===== src/rtl/regfile_arbiter.sv =====
// regfile_arbiter: arbitrates core (A) and debug (B) accesses to one register file.
// Optional REGARB_ROUND_ROBIN_EN alternates simultaneous grants; default is fixed A priority.
package regfile_arbiter_pkg;
  typedef enum logic [1:0] {
    REG_0 = 2'd0,
    REG_1 = 2'd1,
    REG_2 = 2'd2,
    REG_3 = 2'd3
  } register_sel_e;

  typedef enum logic [0:0] {
    REG_NOP = 1'b0,
    INWRITE = 1'b1
  } registers_op_e;
endpackage

module regfile_arbiter
  import regfile_arbiter_pkg::*;
#(
  parameter int DATA_BUS_WIDTH = 8
) (
  input  logic                      clock,
  input  logic                      reset,
  input  logic                      req_a,
  input  logic                      req_b,
  input  logic                      we_a,
  input  logic                      we_b,
  input  register_sel_e             sel_a,
  input  register_sel_e             sel_b,
  input  logic [DATA_BUS_WIDTH-1:0] wdata_a,
  input  logic [DATA_BUS_WIDTH-1:0] wdata_b,
  output logic                      gnt_a,
  output logic                      gnt_b,
  output logic                      done_a,
  output logic                      done_b,
  output logic [DATA_BUS_WIDTH-1:0] rdata,
  output registers_op_e             op_o,
  output register_sel_e             sel1_o,
  output register_sel_e             sel2_o,
  output logic [DATA_BUS_WIDTH-1:0] wdata_o,
  input  logic [DATA_BUS_WIDTH-1:0] reg_1_in
);

  typedef enum logic [1:0] {
    ST_IDLE   = 2'd0,
    ST_ACCESS = 2'd1,
    ST_DONE   = 2'd2
  } state_e;

  state_e                    state_r;
  state_e                    state_nxt_s;
  logic                      req_any_s;
  logic                      win_b_s;

  logic                      gnt_a_r,   gnt_a_nxt_s;
  logic                      gnt_b_r,   gnt_b_nxt_s;
  logic                      done_a_r,  done_a_nxt_s;
  logic                      done_b_r,  done_b_nxt_s;
  logic [DATA_BUS_WIDTH-1:0] rdata_r,   rdata_nxt_s;
  registers_op_e             op_r,      op_nxt_s;
  register_sel_e             sel_r,     sel_nxt_s;
  logic [DATA_BUS_WIDTH-1:0] wdata_r,   wdata_nxt_s;

  assign req_any_s = req_a | req_b;

`ifdef REGARB_ROUND_ROBIN_EN
  logic last_b_r;

  // Remembers which port won the most recent access (B after reset).
  always_ff @(posedge clock or negedge reset) begin
    if (!reset) begin
      last_b_r <= 1'b1;
    end else if ((state_r == ST_IDLE) && req_any_s) begin
      last_b_r <= win_b_s;
    end else begin
      last_b_r <= last_b_r;
    end
  end

  // Simultaneous requests go to the port that lost last time.
  always_comb begin
    if (req_a && req_b) begin
      win_b_s = ~last_b_r;
    end else begin
      win_b_s = req_b;
    end
  end
`else
  // Fixed priority: A wins whenever it requests.
  always_comb begin
    win_b_s = req_b & ~req_a;
  end
`endif

  // State register.
  always_ff @(posedge clock or negedge reset) begin
    if (!reset) begin
      state_r <= ST_IDLE;
    end else begin
      state_r <= state_nxt_s;
    end
  end

  // Next-state logic; requests are only looked at in IDLE.
  always_comb begin
    state_nxt_s = state_r;
    case (state_r)
      ST_IDLE: begin
        if (req_any_s) begin
          state_nxt_s = ST_ACCESS;
        end else begin
          state_nxt_s = ST_IDLE;
        end
      end
      ST_ACCESS: state_nxt_s = ST_DONE;
      ST_DONE:   state_nxt_s = ST_IDLE;
      default:   state_nxt_s = ST_IDLE;
    endcase
  end

  // Output next values; ACCESS controls are loaded straight from the winner's inputs.
  always_comb begin
    gnt_a_nxt_s  = 1'b0;
    gnt_b_nxt_s  = 1'b0;
    done_a_nxt_s = 1'b0;
    done_b_nxt_s = 1'b0;
    rdata_nxt_s  = rdata_r;
    op_nxt_s     = REG_NOP;
    sel_nxt_s    = REG_0;
    wdata_nxt_s  = {DATA_BUS_WIDTH{1'b0}};
    case (state_r)
      ST_IDLE: begin
        if (req_any_s) begin
          gnt_a_nxt_s = ~win_b_s;
          gnt_b_nxt_s = win_b_s;
          if (win_b_s) begin
            op_nxt_s    = we_b ? INWRITE : REG_NOP;
            sel_nxt_s   = sel_b;
            wdata_nxt_s = wdata_b;
          end else begin
            op_nxt_s    = we_a ? INWRITE : REG_NOP;
            sel_nxt_s   = sel_a;
            wdata_nxt_s = wdata_a;
          end
        end else begin
          gnt_a_nxt_s = 1'b0;
          gnt_b_nxt_s = 1'b0;
        end
      end
      ST_ACCESS: begin
        // The register file wrote on the falling edge, so reg_1_in already shows new data.
        gnt_a_nxt_s  = gnt_a_r;
        gnt_b_nxt_s  = gnt_b_r;
        done_a_nxt_s = gnt_a_r;
        done_b_nxt_s = gnt_b_r;
        rdata_nxt_s  = reg_1_in;
      end
      ST_DONE: begin
        gnt_a_nxt_s = 1'b0;
        gnt_b_nxt_s = 1'b0;
      end
      default: begin
        gnt_a_nxt_s = 1'b0;
        gnt_b_nxt_s = 1'b0;
      end
    endcase
  end

  // Output registers; the async reset also pulls op_o out of INWRITE immediately.
  always_ff @(posedge clock or negedge reset) begin
    if (!reset) begin
      gnt_a_r  <= 1'b0;
      gnt_b_r  <= 1'b0;
      done_a_r <= 1'b0;
      done_b_r <= 1'b0;
      rdata_r  <= {DATA_BUS_WIDTH{1'b0}};
      op_r     <= REG_NOP;
      sel_r    <= REG_0;
      wdata_r  <= {DATA_BUS_WIDTH{1'b0}};
    end else begin
      gnt_a_r  <= gnt_a_nxt_s;
      gnt_b_r  <= gnt_b_nxt_s;
      done_a_r <= done_a_nxt_s;
      done_b_r <= done_b_nxt_s;
      rdata_r  <= rdata_nxt_s;
      op_r     <= op_nxt_s;
      sel_r    <= sel_nxt_s;
      wdata_r  <= wdata_nxt_s;
    end
  end

  assign gnt_a   = gnt_a_r;
  assign gnt_b   = gnt_b_r;
  assign done_a  = done_a_r;
  assign done_b  = done_b_r;
  assign rdata   = rdata_r;
  assign op_o    = op_r;
  assign sel1_o  = sel_r;
  assign sel2_o  = sel_r;
  assign wdata_o = wdata_r;

endmodule


===== config.mk =====
export PLATFORM = sky130hd
export DESIGN_NAME = regfile_arbiter
export DESIGN_NICKNAME = d
export VERILOG_FILES = /design/src/rtl/regfile_arbiter.sv
export SDC_FILE = /design/constraint.sdc
export NUM_CORES = 1
export LEC_CHECK = 0
export ABC_AREA = 1
export BUFFER_PORTS_ARGS = -buffer_cell sky130_fd_sc_hd__buf_2
export CAP_MARGIN = 20
export CORE_MARGIN = 2
export CORE_UTILIZATION = 30
export CTS_CLUSTER_SIZE = 24
export DETAILED_ROUTE_END_ITERATION = 12
export GPL_TIMING_DRIVEN = 1
export PLACE_DENSITY_LB_ADDON = 0.1
export SYNTH_ARGS = -nofsm -noshare
export SYNTH_HDL_FRONTEND = slang
export SYNTH_SLANG_ARGS = --single-unit

===== constraint.sdc =====
create_clock -name clock -period 2.7 [get_ports clock]
set_input_delay 0.135 -clock clock [delete_from_list [all_inputs] [get_ports clock]]
set_output_delay 0.135 -clock clock [all_outputs]
set_load 0.01 [all_outputs]

==> results of run 1 <==
[worst max-delay path, stage by stage (launching register included)]
cell     delay (ns)
dfrtp_1        0.44
nor2_4         0.47
nand2_1        0.13
o21ai_0        0.10
[final timing paths]
check	from	end	slack [ns]	cells past startpoint
worst max-delay path	state_r[0]$_DFF_PN0_	gnt_a$_DFFE_PN0P_	1.49	3
worst min-delay path	reg_1_in[7]	rdata[7]$_DFFE_PN0N_	0.01	3
worst max register to register	state_r[0]$_DFF_PN0_	gnt_a$_DFFE_PN0P_	1.49	3
worst min register to register	rdata[7]$_DFFE_PN0N_	rdata[7]$_DFFE_PN0N_	0.49	2
max in group asynchronous	reset	state_r[0]$_DFF_PN0_	1.99	2
min in group asynchronous	reset	done_a$_DFF_PN0_	0.34	2
[metal layers]
| metal | GRT usage, % | wire (µm) | share of wire [%] | up-vias |
|---|---|---|---|---|
| li1 | - | - | - | 444 |
| met1 | 12.5 | 901 | 41 | 393 |
| met2 | 20.6 | 1060 | 48 | 35 |
| met3 | 3.24 | 205 | 9.4 | 2 |
| met4 | 4.17 | 15 | 0.69 | 0 |
| met5 | 0 | 0 | 0 | - |
[layout make-up]
type / instances / area (µm²) / area share [%]
Clock buffer: 4 / 26.3 / 1.95
Inverter: 5 / 18.8 / 1.39
Multi-Input combinational cell: 68 / 318 / 23.6
Sequential cell: 25 / 626 / 46.5
Tap cell: 46 / 57.6 / 4.28
Timing Repair Buffer: 59 / 300 / 22.3
[where the power goes]
group | switching, mW | total, mW | internal [mW]
Combinational | 0.317 | 0.499 | 0.181
Sequential | 0.0594 | 0.564 | 0.504
Clock | 0.103 | 0.160 | 0.0575
Total | 0.480 | 1.22 | 0.743
[per-stage QoR]
stage	cells	util, %	area (µm²)	hold WS [ns]	power, mW
6_report	207	40.7	1350	0.0126	1.22
5_1_grt	207	40.7	1350	0.00393	1.32
4_1_cts	207	40.7	1350	0.00400	1.25
3_5_place_dp	202	39.6	1310	0.165	1.08
3_3_place_gp	202	39.6	1310	0.164	1.07
2_1_floorplan	105	-	1030	-0.161	0.932
[cells in the mapped netlist (all sizes together)]
master  count  area, µm²
inv         5       18.8
dfrtp      25        626
clkbuf      1       7.51
nand2      40        153
nand3      22        130
buf         6       56.3
o21ai       2       10.0
nor2        4       25.0
[cells by family (layout without fill, tap and decap cells)]
family	Yosys count	after routing	share of synthesized area, %
AOI/OAI and AO/OA	2	2	0.976
DFF	25	25	61.0
buffers and inverters	12	68	8.05
and+or+nand+nor	66	66	30.0
[sequential cells by signal, indices dropped and copies added, names as in the netlist]
| name | count |
|---|---|
| rdata | 8 |
| wdata_o | 8 |
| sel1_o | 2 |
| state_r | 2 |
| done_a | 1 |
| done_b | 1 |
| gnt_a | 1 |
| gnt_b | 1 |
| op_o | 1 |
==> impl_metrics.toml, run 1 <==
[placement]
dpl.hpwl_um = 1590
io_buffer_count = 58
pre_cts_ws_ns = 1.51
place_congestion = 0.624

[route]
viasPerCell = 4.22
vias = 874
wl_per_cell_um = 10.5
routed_wl_um = 2180
drtAntennaViolNets = 0
drt_iter0_markers = 19
drc = 0
dr.pass1.iters = 2

[layout]
final_cell_mix = "58 x buf_2, 39 x nand2_1, 25 x dfrtp_1, 18 x nand3_1"
antennaDiodeCount = 0
area_delta_synth_final_pct = 31.2
fillCellCount = 364
layout-drive-gt1-share_pct = 42.9
layout_commonest_cell = "buf_2"
nNetsFinal = 196

[yosys]
synth.avg_cell_area_um2 = 9.77
yosysSeqAreaShare_pct = 61.0
synth-seq-cells = 25
synth_nets = 139
syn-cell-area_um2 = 1030
netlist_instances = 105
synth.distinct_cells = 14
yosys_warnings = 0

[cts]
cts_tree = "built"
cts.clk_slew.worst_paths_ns = 0.13
cts_buffer_depth = 2
post_cts_buffers = 0
cts_root_buf = "clkbuf_4"
cts_buffers = 3
clkLatencyLatePin_ns = 0.30
ctsResizeCount = 0
cts_hold_buf = 1
clock-sinks = 25
htree_levels = 1

[die]
die_h_um = 62.5
dieArea_um2 = 3900
die_w_um = 62.5
start_util_pct = 31.0
coreArea_um2 = 3310
ioPinCount = 59
rows = 21

[setup_path]
critPathMaxFanout = 25
crit_arrival_ns = 1.44
worstSetupPathType = "register to register"
start_kind = "register"
cp.required_ns = 2.93
cp-end-kind = "register"

[sta]
maxSlewViolCount = 0
setup_viol = 0
hold_viol = 0
timing.slew.headroom_pct = 62.8
fin_crit_sh_pct = 44.7
worst_pin_slew_ns = 0.557
fin_skew_ns = 0.00203
fin_ws_ns = 1.49
period_minus_slack_ns = 1.21
max_clock_freq_mhz = 828
fin_tns_setup_ns = 0
rsz0062_at_grt = "no"

[global_route]
grt_max_degree = 26
grt_pass1_wl_um = 3550
grt_use_total_pct = 11.3
grt-ovfl-total = 0
grt_pass1_vias = 815
antenna_found_initial = 0

[outcome]
outcome = "complete, no violations"

[power_and_ir_drop]
ir_drop_uv = 241
p_per_area_nw_per_um2 = 908
leakage_nw = 0.797

[flow_run]
drv_cap = 0

[min_path]
hp-class = "input port to register"
Note: power is estimated with default switching activity, not from simulation.
==> inputs of run 2 (changes only) <==
- clock period: 2.7 -> 1.1 ns (I/O delays scaled with it)
==> run 2 against run 1 <==
  * Register-to-register slack worse by 1.4 ns
  * Power increased to 2.7 times the previous value
  * Non-clock buffer count grew 33
  * Largest cell class is now non-clock buffers
  * Wire length rose by 24%
==> impl_metrics.toml, run 2 (synthesized netlist as in run 1, its figures left out) <==
[outcome]
outcome = "complete, no violations"

[setup_path]
crit_slowest_cell = "dfrtp_1"
path_cells = "nor2_4 -> buf_12 -> nand3_1 -> nand2_1"
cp.required_ns = 1.36
reg2reg_depth = 4
crit_arrival_ns = 1.26
worstSetupPathType = "register to register"
start_kind = "register"
critPathMaxStageDelay_ns = 0.46
crit_path_start = "state_r[0]$_DFF_PN0_"
rrSetupSlack_ns = 0.1
critPathMaxFanout = 25
cp-endpoint = "wdata_o[7]$_DFF_PN0_"
r2r-end = "wdata_o[7]$_DFF_PN0_"
worstReg2RegStart = "state_r[0]$_DFF_PN0_"
cp-end-kind = "register"

[route]
drc = 0
vias = 1005
wl_per_cell_um = 11.2
drt_iter0_markers = 43
viasPerCell = 4.19
routed_wl_um = 2700
drtAntennaViolNets = 0
dr.pass1.iters = 4

[sta]
hold_viol = 0
fin_skew_ns = 0.00273
hold_ws_ns = 0.105
max_clock_freq_mhz = 997
setup_viol = 0
fin_crit_sh_pct = 91.2
period_minus_slack_ns = 1.00
rsz0062_at_grt = "no"
timing.slew.headroom_pct = 62.7
fin_tns_setup_ns = 0
maxSlewViolCount = 0
worst_pin_slew_ns = 0.559

[power_and_ir_drop]
p_per_area_nw_per_um2 = 1920
ir_drop_uv = 668
finalPower_mw = 3.25
leakage_nw = 0.944

[placement]
io_buffer_count = 58
dpl.hpwl_um = 1620
place_congestion = 0.629

[die]
start_util_pct = 31.0
rows = 21
dieArea_um2 = 3900
ioPinCount = 59
coreArea_um2 = 3310
die_h_um = 62.5
die_w_um = 62.5

[global_route]
grt_max_degree = 26
antenna_found_initial = 0
grt_pass1_wl_um = 4640
grt-ovfl-total = 0
grt_use_total_pct = 15.2
grt_pass1_vias = 1053

[cts]
cts_tree = "built"
cts_buffer_depth = 2
htree_levels = 1
cts.clk_slew.worst_paths_ns = 0.13
cts_buffers = 3
cts_root_buf = "clkbuf_4"
clock-sinks = 25
clkLatencyLatePin_ns = 0.31

[min_path]
worstHoldStart = "req_a"
hp-class = "input port to register"

[layout]
area_delta_synth_final_pct = 64.6
antennaDiodeCount = 0
layout_commonest_cell = "buf_2"
final_cell_mix = "58 x buf_2, 39 x nand2_1, 32 x dlygate4sd3_1, 25 x dfrtp_1, 18 x nand3_1"
layout-drive-gt1-share_pct = 36.6
fillCellCount = 320
nNetsFinal = 229

[flow_run]
drv_cap = 0
run 2: cell types whose count changed in the layout (fill, tap and decap cells not counted), sizes merged:
cell,before,now
buf,58,60
dlygate4sd3,1,32
run 2: where the power goes:
part           internal, mW  switching [mW]  leakage, nW  total [mW]
combinational         0.613           0.830        0.606        1.44
clock                 0.142           0.269       0.0150       0.411
sequential             1.24           0.159        0.323        1.40
total                  1.99            1.26        0.944        3.25
run 2: through the flow:
stage / cells / util, % / setup WS [ns] / instance area (µm²)
after floorplan: 105 / - / 0.182 / 1030
after global placement: 204 / 40.4 / 0.119 / 1340
after detailed placement: 204 / 40.4 / 0.0625 / 1340
after CTS: 240 / 50.9 / 0.0397 / 1680
after global routing: 240 / 51.0 / 0.00587 / 1690
final: 240 / 51.0 / 0.0971 / 1690
run 2: routing by layer:
metal | routed length [µm] | up-vias | global-route usage (%)
li1 | - | 508 | -
met1 | 1110 | 460 | 17.0
met2 | 1420 | 35 | 28.0
met3 | 150 | 2 | 3.24
met4 | 15 | 0 | 5.83
met5 | 0 | - | 0
run 2: layout make-up:
type,count,area (µm²),share of cell area [%]
timing repair buffer,92,638,37.8
sequential,25,626,37.0
multi-input combinational,68,323,19.1
tap,46,57.6,3.41
clock buffer,4,26.3,1.56
inverter,5,18.8,1.11
run 2: worst max-delay path: cells and delay by family (launching register included):
kind,cells,cell delay [ns]
buffers and inverters,1,0.17
AND/OR/NAND/NOR,3,0.31
flip-flops,1,0.46
run 2: timing repair:
| item | in CTS | in global routing |
|---|---|---|
| hold endpoints to repair | 45 | 0 |
| setup endpoints to repair | 0 | 5 |
| setup buffers | 0 | 0 |
| gates resized for setup | 0 | 1 |
| hold buffers | 32 | 0 |
run 2: worst min-delay path by stage:
stage / to / cells past startpoint
3_5_place_dp: rdata[4]$_DFFE_PN0N_ / 1
2_1_floorplan: done_a$_DFF_PN0_ / 0
3_3_place_gp: done_b$_DFF_PN0_ / 1
4_1_cts: op_o$_DFF_PN0_ / 3
5_1_grt: op_o$_DFF_PN0_ / 3
6_report: op_o$_DFF_PN0_ / 3
